===== src/rtl/packing_shift_register.sv =====
// packing_shift_register
//   Serial-in / parallel-out word packer. Collects NUM_WORDS words of IN_W bits
//   through a valid/ready handshake and presents them as one OUT_W-bit vector
//   with its own valid/ready handshake. A partial vector can be closed early
//   with flush; the unfilled slots read as zero.
//
// Parameters
//   IN_W       width of one input word (>=1)
//   NUM_WORDS  words per packed vector (>=2), OUT_W = IN_W*NUM_WORDS
//   MSB_FIRST  1: first word lands in the top slot, 0: first word lands in slot 0
//
// Ports
//   clock      rising-edge clock
//   rst        asynchronous reset, active-high
//   clear      synchronous clear: empties the buffer and drops any vector
//   flush      closes a partial vector, zero-padding the remaining slots
//   in_valid   in_data is valid
//   in_ready   the block accepts a word this cycle
//   in_data    input word
//   out_valid  packed vector available
//   out_ready  consumer takes the vector this cycle
//   out_data   packed vector
//   out_count  number of real (non-pad) words in out_data
//   level      words collected into the vector currently being built

module packing_shift_register #(
  parameter int IN_W      = 8,
  parameter int NUM_WORDS = 16,
  parameter bit MSB_FIRST = 1'b1,
  localparam int OUT_W    = IN_W * NUM_WORDS,
  localparam int CNT_W    = $clog2(NUM_WORDS + 1)
) (
  input  logic             clock,
  input  logic             rst,
  input  logic             clear,
  input  logic             flush,
  input  logic             in_valid,
  output logic             in_ready,
  input  logic [IN_W-1:0]  in_data,
  output logic             out_valid,
  input  logic             out_ready,
  output logic [OUT_W-1:0] out_data,
  output logic [CNT_W-1:0] out_count,
  output logic [CNT_W-1:0] level
);

  localparam logic [CNT_W-1:0] NUM_WORDS_C = CNT_W'(NUM_WORDS);
  localparam logic [CNT_W-1:0] ONE_C       = CNT_W'(1);
  localparam logic [CNT_W-1:0] ZERO_C      = {CNT_W{1'b0}};
  localparam logic [OUT_W-1:0] ZERO_VEC_C  = {OUT_W{1'b0}};

  typedef enum logic {
    ST_FILL = 1'b0,
    ST_FULL = 1'b1
  } state_t;

  state_t             state_r;
  state_t             state_s;
  logic [OUT_W-1:0]   data_r;
  logic [OUT_W-1:0]   data_s;
  logic [CNT_W-1:0]   level_r;
  logic [CNT_W-1:0]   level_s;
  logic [CNT_W-1:0]   count_r;
  logic [CNT_W-1:0]   count_s;
  logic [OUT_W-1:0]   packed_s;
  logic [CNT_W-1:0]   fill_m_s;
  logic               in_ready_s;
  logic               in_xfer_s;
  logic               out_xfer_s;

  // Shift the packing register by one slot and insert the new word at the
  // entry slot. After NUM_WORDS insertions the first word sits in its final
  // slot, so a complete vector needs no further alignment.
  function automatic logic [OUT_W-1:0] insert_word(input logic [OUT_W-1:0] vec,
                                                   input logic [IN_W-1:0]  word);
    logic [OUT_W-1:0] res;
    if (MSB_FIRST) begin
      res = {vec[OUT_W-IN_W-1:0], word};
    end else begin
      res = {word, vec[OUT_W-1:IN_W]};
    end
    return res;
  endfunction

  // A partial vector of m words sits at the entry end of the register; move it
  // by the number of missing slots so word 0 reaches its final slot. Zeros
  // shift in behind it and form the padding.
  function automatic logic [OUT_W-1:0] align_partial(input logic [OUT_W-1:0] vec,
                                                     input logic [CNT_W-1:0] m);
    logic [CNT_W-1:0] pad_slots;
    logic [31:0]      shamt;
    logic [OUT_W-1:0] res;
    pad_slots = NUM_WORDS_C - m;
    shamt     = 32'(pad_slots) * 32'(IN_W);
    if (MSB_FIRST) begin
      res = vec << shamt;
    end else begin
      res = vec >> shamt;
    end
    return res;
  endfunction

  // Handshake qualifiers: while a vector is held, input is accepted only when
  // that vector leaves at the same edge.
  always_comb begin
    in_ready_s = (state_r == ST_FILL) | out_ready;
    in_xfer_s  = in_valid & in_ready_s;
    out_xfer_s = (state_r == ST_FULL) & out_ready;
  end

  // Next-state, packing-register and counter logic.
  always_comb begin
    state_s  = state_r;
    data_s   = data_r;
    level_s  = level_r;
    count_s  = count_r;
    packed_s = data_r;
    fill_m_s = level_r;
    if (clear) begin
      state_s = ST_FILL;
      data_s  = ZERO_VEC_C;
      level_s = ZERO_C;
      count_s = ZERO_C;
    end else begin
      case (state_r)
        ST_FILL: begin
          // packed_s / fill_m_s include a word accepted in this same cycle,
          // so a flush closes the vector with that word in it.
          if (in_xfer_s) begin
            packed_s = insert_word(data_r, in_data);
            fill_m_s = level_r + ONE_C;
          end else begin
            packed_s = data_r;
            fill_m_s = level_r;
          end
          if (fill_m_s == NUM_WORDS_C) begin
            state_s = ST_FULL;
            data_s  = packed_s;
            count_s = NUM_WORDS_C;
            level_s = ZERO_C;
          end else if (flush && (fill_m_s != ZERO_C)) begin
            state_s = ST_FULL;
            data_s  = align_partial(packed_s, fill_m_s);
            count_s = fill_m_s;
            level_s = ZERO_C;
          end else begin
            data_s  = packed_s;
            level_s = fill_m_s;
          end
        end
        ST_FULL: begin
          if (out_xfer_s) begin
            // The vector leaves; a word arriving at the same edge starts the
            // next vector so a held-high out_ready sustains one word per clock.
            state_s = ST_FILL;
            if (in_xfer_s) begin
              data_s  = insert_word(ZERO_VEC_C, in_data);
              level_s = ONE_C;
            end else begin
              data_s  = ZERO_VEC_C;
              level_s = ZERO_C;
            end
          end else begin
            state_s = ST_FULL;
            data_s  = data_r;
            level_s = level_r;
          end
        end
        default: begin
          state_s = ST_FILL;
          data_s  = ZERO_VEC_C;
          level_s = ZERO_C;
          count_s = ZERO_C;
        end
      endcase
    end
  end

  // State and datapath registers.
  always_ff @(posedge clock or posedge rst) begin
    if (rst) begin
      state_r <= ST_FILL;
      data_r  <= ZERO_VEC_C;
      level_r <= ZERO_C;
      count_r <= ZERO_C;
    end else begin
      state_r <= state_s;
      data_r  <= data_s;
      level_r <= level_s;
      count_r <= count_s;
    end
  end

  assign in_ready  = in_ready_s;
  assign out_valid = (state_r == ST_FULL);
  assign out_data  = data_r;
  assign out_count = count_r;
  assign level     = level_r;

endmodule

===== config.mk =====
export PLATFORM = sky130hd
export DESIGN_NAME = packing_shift_register
export DESIGN_NICKNAME = d
export VERILOG_FILES = /design/src/rtl/packing_shift_register.sv
export SDC_FILE = /design/constraint.sdc
export NUM_CORES = 1
export LEC_CHECK = 0
export ABC_AREA = 1
export ABC_CLOCK_PERIOD_IN_PS = 6840
export CORE_MARGIN = 2
export CORE_UTILIZATION = 59
export CTS_CLUSTER_SIZE = 20
export DETAILED_ROUTE_END_ITERATION = 10
export PLACE_DENSITY = 0.83
export REMOVE_ABC_BUFFERS = 1
export SETUP_SLACK_MARGIN = 0.02
export SLEW_MARGIN = 10
export SYNTH_ARGS = -nofsm -noshare
export SYNTH_HDL_FRONTEND = slang
export SYNTH_SLANG_ARGS = --single-unit

===== constraint.sdc =====
create_clock -name clock -period 6.84 [get_ports clock]
set_input_delay 2.052 -clock clock [delete_from_list [all_inputs] [get_ports clock]]
set_output_delay 2.052 -clock clock [all_outputs]
set_load 0.005 [all_outputs]

* After elaboration in Yosys (flattened, before gate mapping)
Cells that the tools add are included. W data, S select, Z words.
Word-level totals: output and inout port bits 140, flip-flop bits (word level) 139
Operators by class: bitwise operators 4, add/sub/neg operators 2, multiplexer cells 27, equality and inequality tests 3, reduce and logical (&&, ||, !) cells 4, shifts and indexed selects 1
Operators with widths (number):
- $mux W128 | 7
- $pmux W128 S2 | 1
- $shl A128 B8 Y128 | 1
- $mux W5 | 11
- $pmux W5 S2 | 1
- $mux W8 | 1
- $add A5 B1 Y5 const B | 1
- $eq A5 B5 Y1 const B | 1
- $mux W1 | 5
- $reduce_bool A5 Y1 | 1
- $sub A5 B5 Y5 const A | 1
- $ne A3 B2 Y1 const B | 1
- $reduce_bool A3 Y1 | 1
- $and A1 B1 Y1 | 2
- $ne A2 B2 Y1 const B | 1
- $pmux W1 S2 | 1
- $reduce_and A2 Y1 | 1
- $logic_and A1 B1 Y1 | 1
- $not A1 Y1 | 1
- $or A1 B1 Y1 | 1

* Logic depth before layout (Yosys ltp)
Gate-level depths: netlist of the first run.
depth after elaboration 12, mapped depth 25, depth with buffers taken out 24

* Least setup slack after synthesis of the first run
OpenSTA, ideal clock, no wires.
kind input -> output, start point input out_ready, end point output in_ready, path buffers 2, data arrival time 2.543 ns, required time 4.788 ns, cell stages on the path 4, path slack 2.245 ns, cells stage by stage inv_2 nand2_4 buf_2 buf_2
Between the ends: cells in the longest elaborated chain, start to end 1
RTL lines:
- start: declaration | RTL line 41 | input logic out_ready,
- $or A1 B1 Y1 | RTL line 106 | in_ready_s = (state_r == ST_FILL) | out_ready;
- end: declaration | RTL line 38 | output logic in_ready,
Every way passes these cells.

* Worst setup path after layout of the first run
Ends and elaborated chain as after synthesis.

==> impl_results.md, run 1 <==
* Slew of the pin with the lowest slew margin at 1.082 ns
* Clk_lat worst skew at about 0.44 ns
* Post-synth EDFFs at 0
* R2R cell count at 14
* Setup ws final at between 1 and 1.5 ns
* Register area at between 3000 and 4000 sq um
* Asr flop ratio synth at 100.0%
* Area fraction in compound gates after synthesis at roughly 7.7%
* FMAX at between 150 and 200 MHz
* Post-cts resize count at 0
* Iter 0 DRT Violations at approximately 2200
* Fillers at 2126
* Avg Inst Size Synth at between 5 and 6 sq um
* Dominant synthesized flop cell: dfrtp_1
* Crit path cell chain: clkdlybuf4s50_1, inv_2, nand2_4, clkdlybuf4s50_1
* Synth-to-layout area growth at 14.71%
* Deepest clock path buffer count at 2
* PwrDens at 260.3 nW/um^2
* Detailed-route via count at 17262
* First-pass GRT wire length at between 70000 and 80000 um
* Row count at between 50 and 60
* R2R Path Start: out_valid$_DFF_PP0_
* GPL Wtd Cong at about 0.94
* CTS tree: yes
* Post-Syn Area at 13810 sq um
* CTS clk-pin slew, worst paths at 0.07 ns
* Num CTS Buffers at 17
* Critical Path Max Stage Delay at 0.57 ns
* Post-CTS setup buffers at 0
* Startpoint Class: primary input
* XOR/XNOR Fraction of Synth Area at less than 1%
* Core area at around 23000 sq um
* Post-DP HPWL at slightly above 30000 um
* Area after DPL at 15170 sq um
* Final Hold Viols at 0
* R2r endpoint: out_data[106]$_DFFE_PP0P_
* CTS HTree Levels at 4
* Chip height at ~160 um
* Hold_buf cts at 0
* Clock skew at between 0.01 and 0.015 ns
* Vias in the first global route at ~16000
* Synth Area in Simple Gates at 55.36%
* Mapped Cells at between 2000 and 3000
* Fin crit period at around 5.5 ns
* Die Wd at around 160 um
* Hold depth at 2
* Synth top area cells: nand2_1, dfrtp_1, nand3_1
* Vias per cell at ~6
* RSZ-0062 raised after global routing: no
* Largest family of logic cells by synthesized area: simple AND/OR/NAND/NOR gates
* HP Start: out_data[99]$_DFFE_PP0P_
* GRT Total Usage at 40.09%
* Max Fanout on Critical Path at 24
* DR DRC count at 0
* Worst Path Arrival at 3.49 ns
* Footprint of the multi-input gates at 8828 sq um
* HP Class: reg -> reg
* # diodes at 0
* Largest net degree at the start of global routing at 93
* NumNets Final at between 2000 and 3000
* Antenna Nets Post-Route at 0
* Warnings from Yosys at 0
* Setup violators final at 0
* Wire per inst at 17.10 um
* Setup slack, reg-to-reg at 2.92 ns
* Dominant cell type by area after synthesis: nand2_1
* Gr ovfl total at 0
* Fin crit share at between 80% and 90%
* CP Capture Type: output port
* Status: finished clean
* Maxcap violations at 0
* Total detailed-routing wirelength at between 40000 and 50000 um
* IO Pins at between 150 and 200
* Sequential area share after synthesis at around a quarter
* Pre-CTS setup slack at about 1.1 ns
* LEAKAGE at 0.008258 uW
* Slew HR at between 20% and 30%
* DRT Pass-1 Iters at 7
* Cell mode on critical path: clkdlybuf4s50_1
* Share of cells above drive strength 1 at ~3.8%
* Slowest cell on crit path: clkdlybuf4s50_1
* Share of the synthesized area in the top cell type at between 30% and 40%
* Initial antenna violation count at 0
* Type of the worst setup path: in -> out
* CP required at 4.79 ns
* Die area at approximately 25000 sq um
* IO Port Bufs at about 150
* Post-synthesis adder-cell area fraction at less than 1%
* Clock sinks at 139
* Max IR drop VDD at roughly 0.17 mV
* Hold EP: out_data[99]$_DFFE_PP0P_
* Seq cells post-synth at around 140
* Finished Cell Area at between 15000 and 20000 sq um
* Mux share of post-synthesis cell area at 0%
* Slew Viols, Final at 0
* Clock root buffer: clkbuf_16
* Distinct cells, synth at 30
* Initial core utilization at 60.62%
cell usage after synthesis (2+ instances only):
library cell	n
nand2_1	1214
clkbuf_1	65
xor2_1	2
ha_1	3
o21bai_1	3
nor2_1	59
nand2_2	15
buf_4	14
inv_1	161
buf_6	10
buf_2	90
o21ai_0	73
o21ai_1	54
a21oi_1	39
o22ai_1	29
nor2_2	2
inv_2	3
nand4_1	12
nand3b_1	3
buf_1	6
nand3_1	525
dfrtp_1	139
layout make-up:
class | instances | share of cell area (%)
clock buffer | 21 | 3.034
tap | 313 | 2.473
timing repair buffer | 188 | 11.76
inverter | 166 | 3.997
clock inverter | 10 | 1.035
multi-input combinational | 2039 | 55.74
sequential | 139 | 21.96
where the power goes:
group	internal, uW	switching, uW
logic	703	1370
registers	919	87.2
clock network	648	401
critical path: cells and delay by family:
family / cells / cell delay (ns)
AND/OR/NAND/NOR: 1 / 0.28
buffers and inverters: 3 / 1.15
worst max-delay path by stage:
stage / start / to / slack, ns / cells after the start
after CTS: out_ready / in_ready / 1.31 / 4
after floorplan: out_ready / out_data[38]$_DFFE_PP0P_ / -5.11 / 19
final: out_ready / in_ready / 1.29 / 4
after global placement: out_ready / out_data[123]$_DFFE_PP0P_ / 1.15 / 15
after global routing: out_ready / out_data[102]$_DFFE_PP0P_ / 1.14 / 15
after detailed placement: out_ready / out_data[82]$_DFFE_PP0P_ / 1.06 / 25
cell usage in the layout (no fill, tap or decap), drive strengths merged, types with 3 or more instances in the layout:
cell type / synthesis / final
a21oi: 39 / 39
buf: 120 / 36
bufinv: 0 / 4
clkbuf: 65 / 21
clkdlybuf4s50: 0 / 152
clkinv: 2 / 5
clkinvlp: 0 / 4
dfrtp: 139 / 139
ha: 3 / 3
inv: 164 / 163
nand2: 1230 / 1230
nand3: 526 / 526
nand3b: 3 / 3
nand4: 12 / 12
nor2: 61 / 61
o21ai: 127 / 127
o21bai: 3 / 3
o22ai: 29 / 29
metrics by stage:
step           setup TNS [ns]  instances  total power [uW]  hold WS [ns]  utilization, %
3_5_place_dp                0       2844              3021        0.4869           66.58
3_3_place_gp                0       2844              3003        0.4851           66.58
4_1_cts                     0       2875              4069        0.5056           69.41
6_report                    0       2876              4123        0.5041           69.53
5_1_grt                     0       2876              4401        0.5179           69.53
2_1_floorplan         -598.30       2344              2366        0.4937               -
registers in the layout (all words and copies together), names as in the netlist:
name,flops
out_count,5
out_data,128
level,5
out_valid,1
cells by family after synthesis:
| logic type | count (synthesis) |
|---|---|
| xor gates and xnor gates | 2 |
| buffers and inverters | 351 |
| AOI/OAI and AO/OA | 201 |
| DFF | 139 |
| adders and majority gates | 3 |
| and+or+nand+nor | 1833 |
per-layer routing:
metal / vias to the layer above / share of wire (%) / GRT usage (%) / wire length, um
met3: 143 / 13 / 8.040 / 6160
li1: 8154 / - / - / -
met4: 0 / 3.4 / 16.25 / 1666
met5: - / 0 / 0 / 0
met1: 7786 / 40 / 54.19 / 19650
met2: 1179 / 44 / 62.87 / 21700
No activity file was read; power rests on OpenSTA's default activity.
==> run 2, diff against run 1 <==
--- a/config.mk
+++ b/config.mk
@@ -6,7 +6,7 @@
 export NUM_CORES = 1
 export LEC_CHECK = 0
 export ABC_AREA = 1
-export ABC_CLOCK_PERIOD_IN_PS = 6840
+export ABC_CLOCK_PERIOD_IN_PS = 5800
 export CORE_MARGIN = 2
 export CORE_UTILIZATION = 59
 export CTS_CLUSTER_SIZE = 20
==> constraint.sdc (replaced) <==
create_clock -name clock -period 5.8 [get_ports clock]
set_input_delay 1.74 -clock clock [delete_from_list [all_inputs] [get_ports clock]]
set_output_delay 1.74 -clock clock [all_outputs]
set_load 0.005 [all_outputs]
==> impl_results.md, run 2 (synthesized netlist as in run 1, its figures left out) <==
* Iter 0 DRT Violations at 2216 (was 2178)
* Slowest cell on crit path: buf_4 (was clkdlybuf4s50_1)
* Setup ws final at 0.6376 ns (was 1.294 ns)
* Clock skew at 0.01320 ns (was 0.01261 ns)
* Setup violators final at 0 (unchanged)
* Fin crit period at 5.162 ns
* Slew HR at 19.73% (was 27.90%)
* Clock sinks at 139 (unchanged)
* DRT Pass-1 Iters at 9 (was 7)
* Share of cells above drive strength 1 at 3.633% (was 3.785%)
* Type of the worst setup path: in -> reg (was in -> out)
* Worst Path Arrival at 5.48 ns (was 3.49 ns)
* IO Pins at 154 (unchanged)
* Gr ovfl total at 0 (unchanged)
* Clk_lat worst skew at 0.44 ns (about the same)
* Fin crit share at 89.01%
* Cell mode on critical path: nand2_1 (was clkdlybuf4s50_1)
* Post-CTS setup buffers at 0 (unchanged)
* Initial antenna violation count at 0 (unchanged)
* Chip height at 157.0 um (unchanged)
* CTS tree: yes (unchanged)
* CTS clk-pin slew, worst paths at 0.07 ns (about the same)
* RSZ-0062 raised after global routing: no (unchanged)
* Most frequent cells in the layout: nand2_1, nand3_1, inv_1 (unchanged)
* NumNets Final at 2566 (was 2568)
* Initial core utilization at 60.62% (unchanged)
* First-pass GRT wire length at 78110 um (was 79900 um)
* Core area at 22780 sq um (unchanged)
* Max IR drop VDD at 0.2994 mV (was 0.1651 mV)
* GRT Total Usage at 39.31% (was 40.09%)
* Maxcap violations at 0 (unchanged)
* Hold_buf cts at 0 (unchanged)
* # diodes at 0 (unchanged)
* Largest net degree at the start of global routing at 95 (was 93)
* Vias per cell at 5.944 (was 6.002)
* Vias in the first global route at 15464 (was 15836)
* CP Capture Type: register (was output port)
* Tot Pwr at 4864 uW (was 4123 uW)
* Pre-CTS setup slack at 0.3164 ns (was 1.056 ns)
* Die Wd at 157.0 um (unchanged)
* Status: finished clean (unchanged)
* Synth-to-layout area growth at 14.77% (was 14.71%)
* Commonest non-fill, non-tap cell in the layout: nand2_1 (unchanged)
* Critical Path Max Stage Delay at 0.76 ns (was 0.57 ns)
* Total detailed-routing wirelength at 48320 um (was 49180 um)
* CTS HTree Levels at 4 (unchanged)
* Slew Viols, Final at 0 (unchanged)
* Num CTS Buffers at 17 (unchanged)
* DR DRC count at 0 (unchanged)
* Startpoint Class: primary input (unchanged)
* WP buf/inv at 4 (was 3)
* IO Port Bufs at 153 (unchanged)
* Row count at 55 (unchanged)
* Detailed-route via count at 17078 (was 17262)
* GPL Wtd Cong at 0.9306 (was 0.9397)
* CP required at 6.12 ns (was 4.79 ns)
* Top delay family on crit path: simple AND/OR/NAND/NOR gates (was buffers and inverters)
* Final Hold Viols at 0 (unchanged)
* Post-DP HPWL at 30560 um (was 30210 um)
* Wire per inst at 16.82 um (was 17.10 um)
* Crit path cell chain: clkdlybuf4s50_1, inv_2, nand2_4, nand2_4, buf_4, nand2_1, nand2_4, nand2_1, nand2_4, buf_4, nand2_1, nand3_1, nand2_1, nand2_1, o21ai_1, nand2_1, nand2_1 (was clkdlybuf4s50_1, inv_2, nand2_4, clkdlybuf4s50_1)
* FMAX at slightly below 200 MHz
* Clock root buffer: clkbuf_16 (unchanged)
* Max Fanout on Critical Path at 89 (was 24)
* HP Class: reg -> reg (unchanged)
* Slew of the pin with the lowest slew margin at 1.201 ns (was 1.082 ns)
* Number of flip-flops under the largest register name at 128 (unchanged)
* Die area at 24640 sq um (unchanged)
* PwrDens at 307.0 nW/um^2 (was 260.3 nW/um^2)
* Deepest clock path buffer count at 2 (unchanged)
* LEAKAGE at 0.008253 uW (was 0.008258 uW)
* Antenna Nets Post-Route at 0 (unchanged)
* Post-cts resize count at 0 (unchanged)
-- run 2: final timing paths --
path                                             endpoint                      from  slack, ns  depth (start not counted)
worst min-delay path             out_data[76]$_DFFE_PP0P_  out_data[76]$_DFFE_PP0P_       0.50                          2
worst max register to register   out_data[52]$_DFFE_PP0P_      level[0]$_DFFE_PP0P_       1.88                         22
worst max-delay path             out_data[84]$_DFFE_PP0P_                 out_ready       0.64                         17
min in group asynchronous       out_data[107]$_DFFE_PP0P_                       rst       1.75                          2
max in group asynchronous        out_data[48]$_DFFE_PP0P_                       rst       3.07                          3
worst min register to register   out_data[76]$_DFFE_PP0P_  out_data[76]$_DFFE_PP0P_       0.50                          2
-- run 2: power breakdown --
group | total, uW | leakage, uW | internal [uW] | switching, uW
Combinational | 2440 | 0.00607 | 836 | 1600
Clock | 1240 | 0.000301 | 771 | 472
Sequential | 1180 | 0.00188 | 1080 | 99.6
Total | 4860 | 0.00825 | 2690 | 2170
-- run 2: worst register-to-register path: cells and delay by family (launching register included) --
family / cells / cell delay (ns)
AOI/OAI and AO/OA: 3 / 0.53
adders and majority gates: 2 / 0.47
buffers and inverters: 7 / 1.28
DFF: 1 / 0.54
and+or+nand+nor: 10 / 1.03
-- run 2: metal layers --
metal,up-vias,wire length [um],share of wire [%],global-route usage (%)
met4,0,1353,2.8,12.84
met5,-,0,0,0
li1,8139,-,-,-
met3,129,6005,12,7.599
met1,7690,19670,41,54.46
met2,1120,21290,44,61.78
-- run 2: through the flow --
stage	instance area, sq um	utilization [%]	hold WS [ns]	std cells	TNS (ns)
2_1_floorplan	12870	-	0.4937	2344	-698.48
3_3_place_gp	15210	66.77	0.4862	2843	0
3_5_place_dp	15210	66.77	0.4900	2843	0
4_1_cts	15850	69.57	0.5066	2873	0
5_1_grt	15850	69.57	0.5188	2873	0
6_report	15850	69.57	0.5003	2873	0
-- run 2: area by class of cell --
type                            count  area [sq um]
Tap cell                          313         391.6
Fill cell                        2123          6932
Sequential cell                   139          3478
Timing Repair Buffer              186          1877
Multi-Input combinational cell   2039          8828
Clock inverter                     11         195.2
Clock buffer                       19         442.9
Inverter                          166         633.1
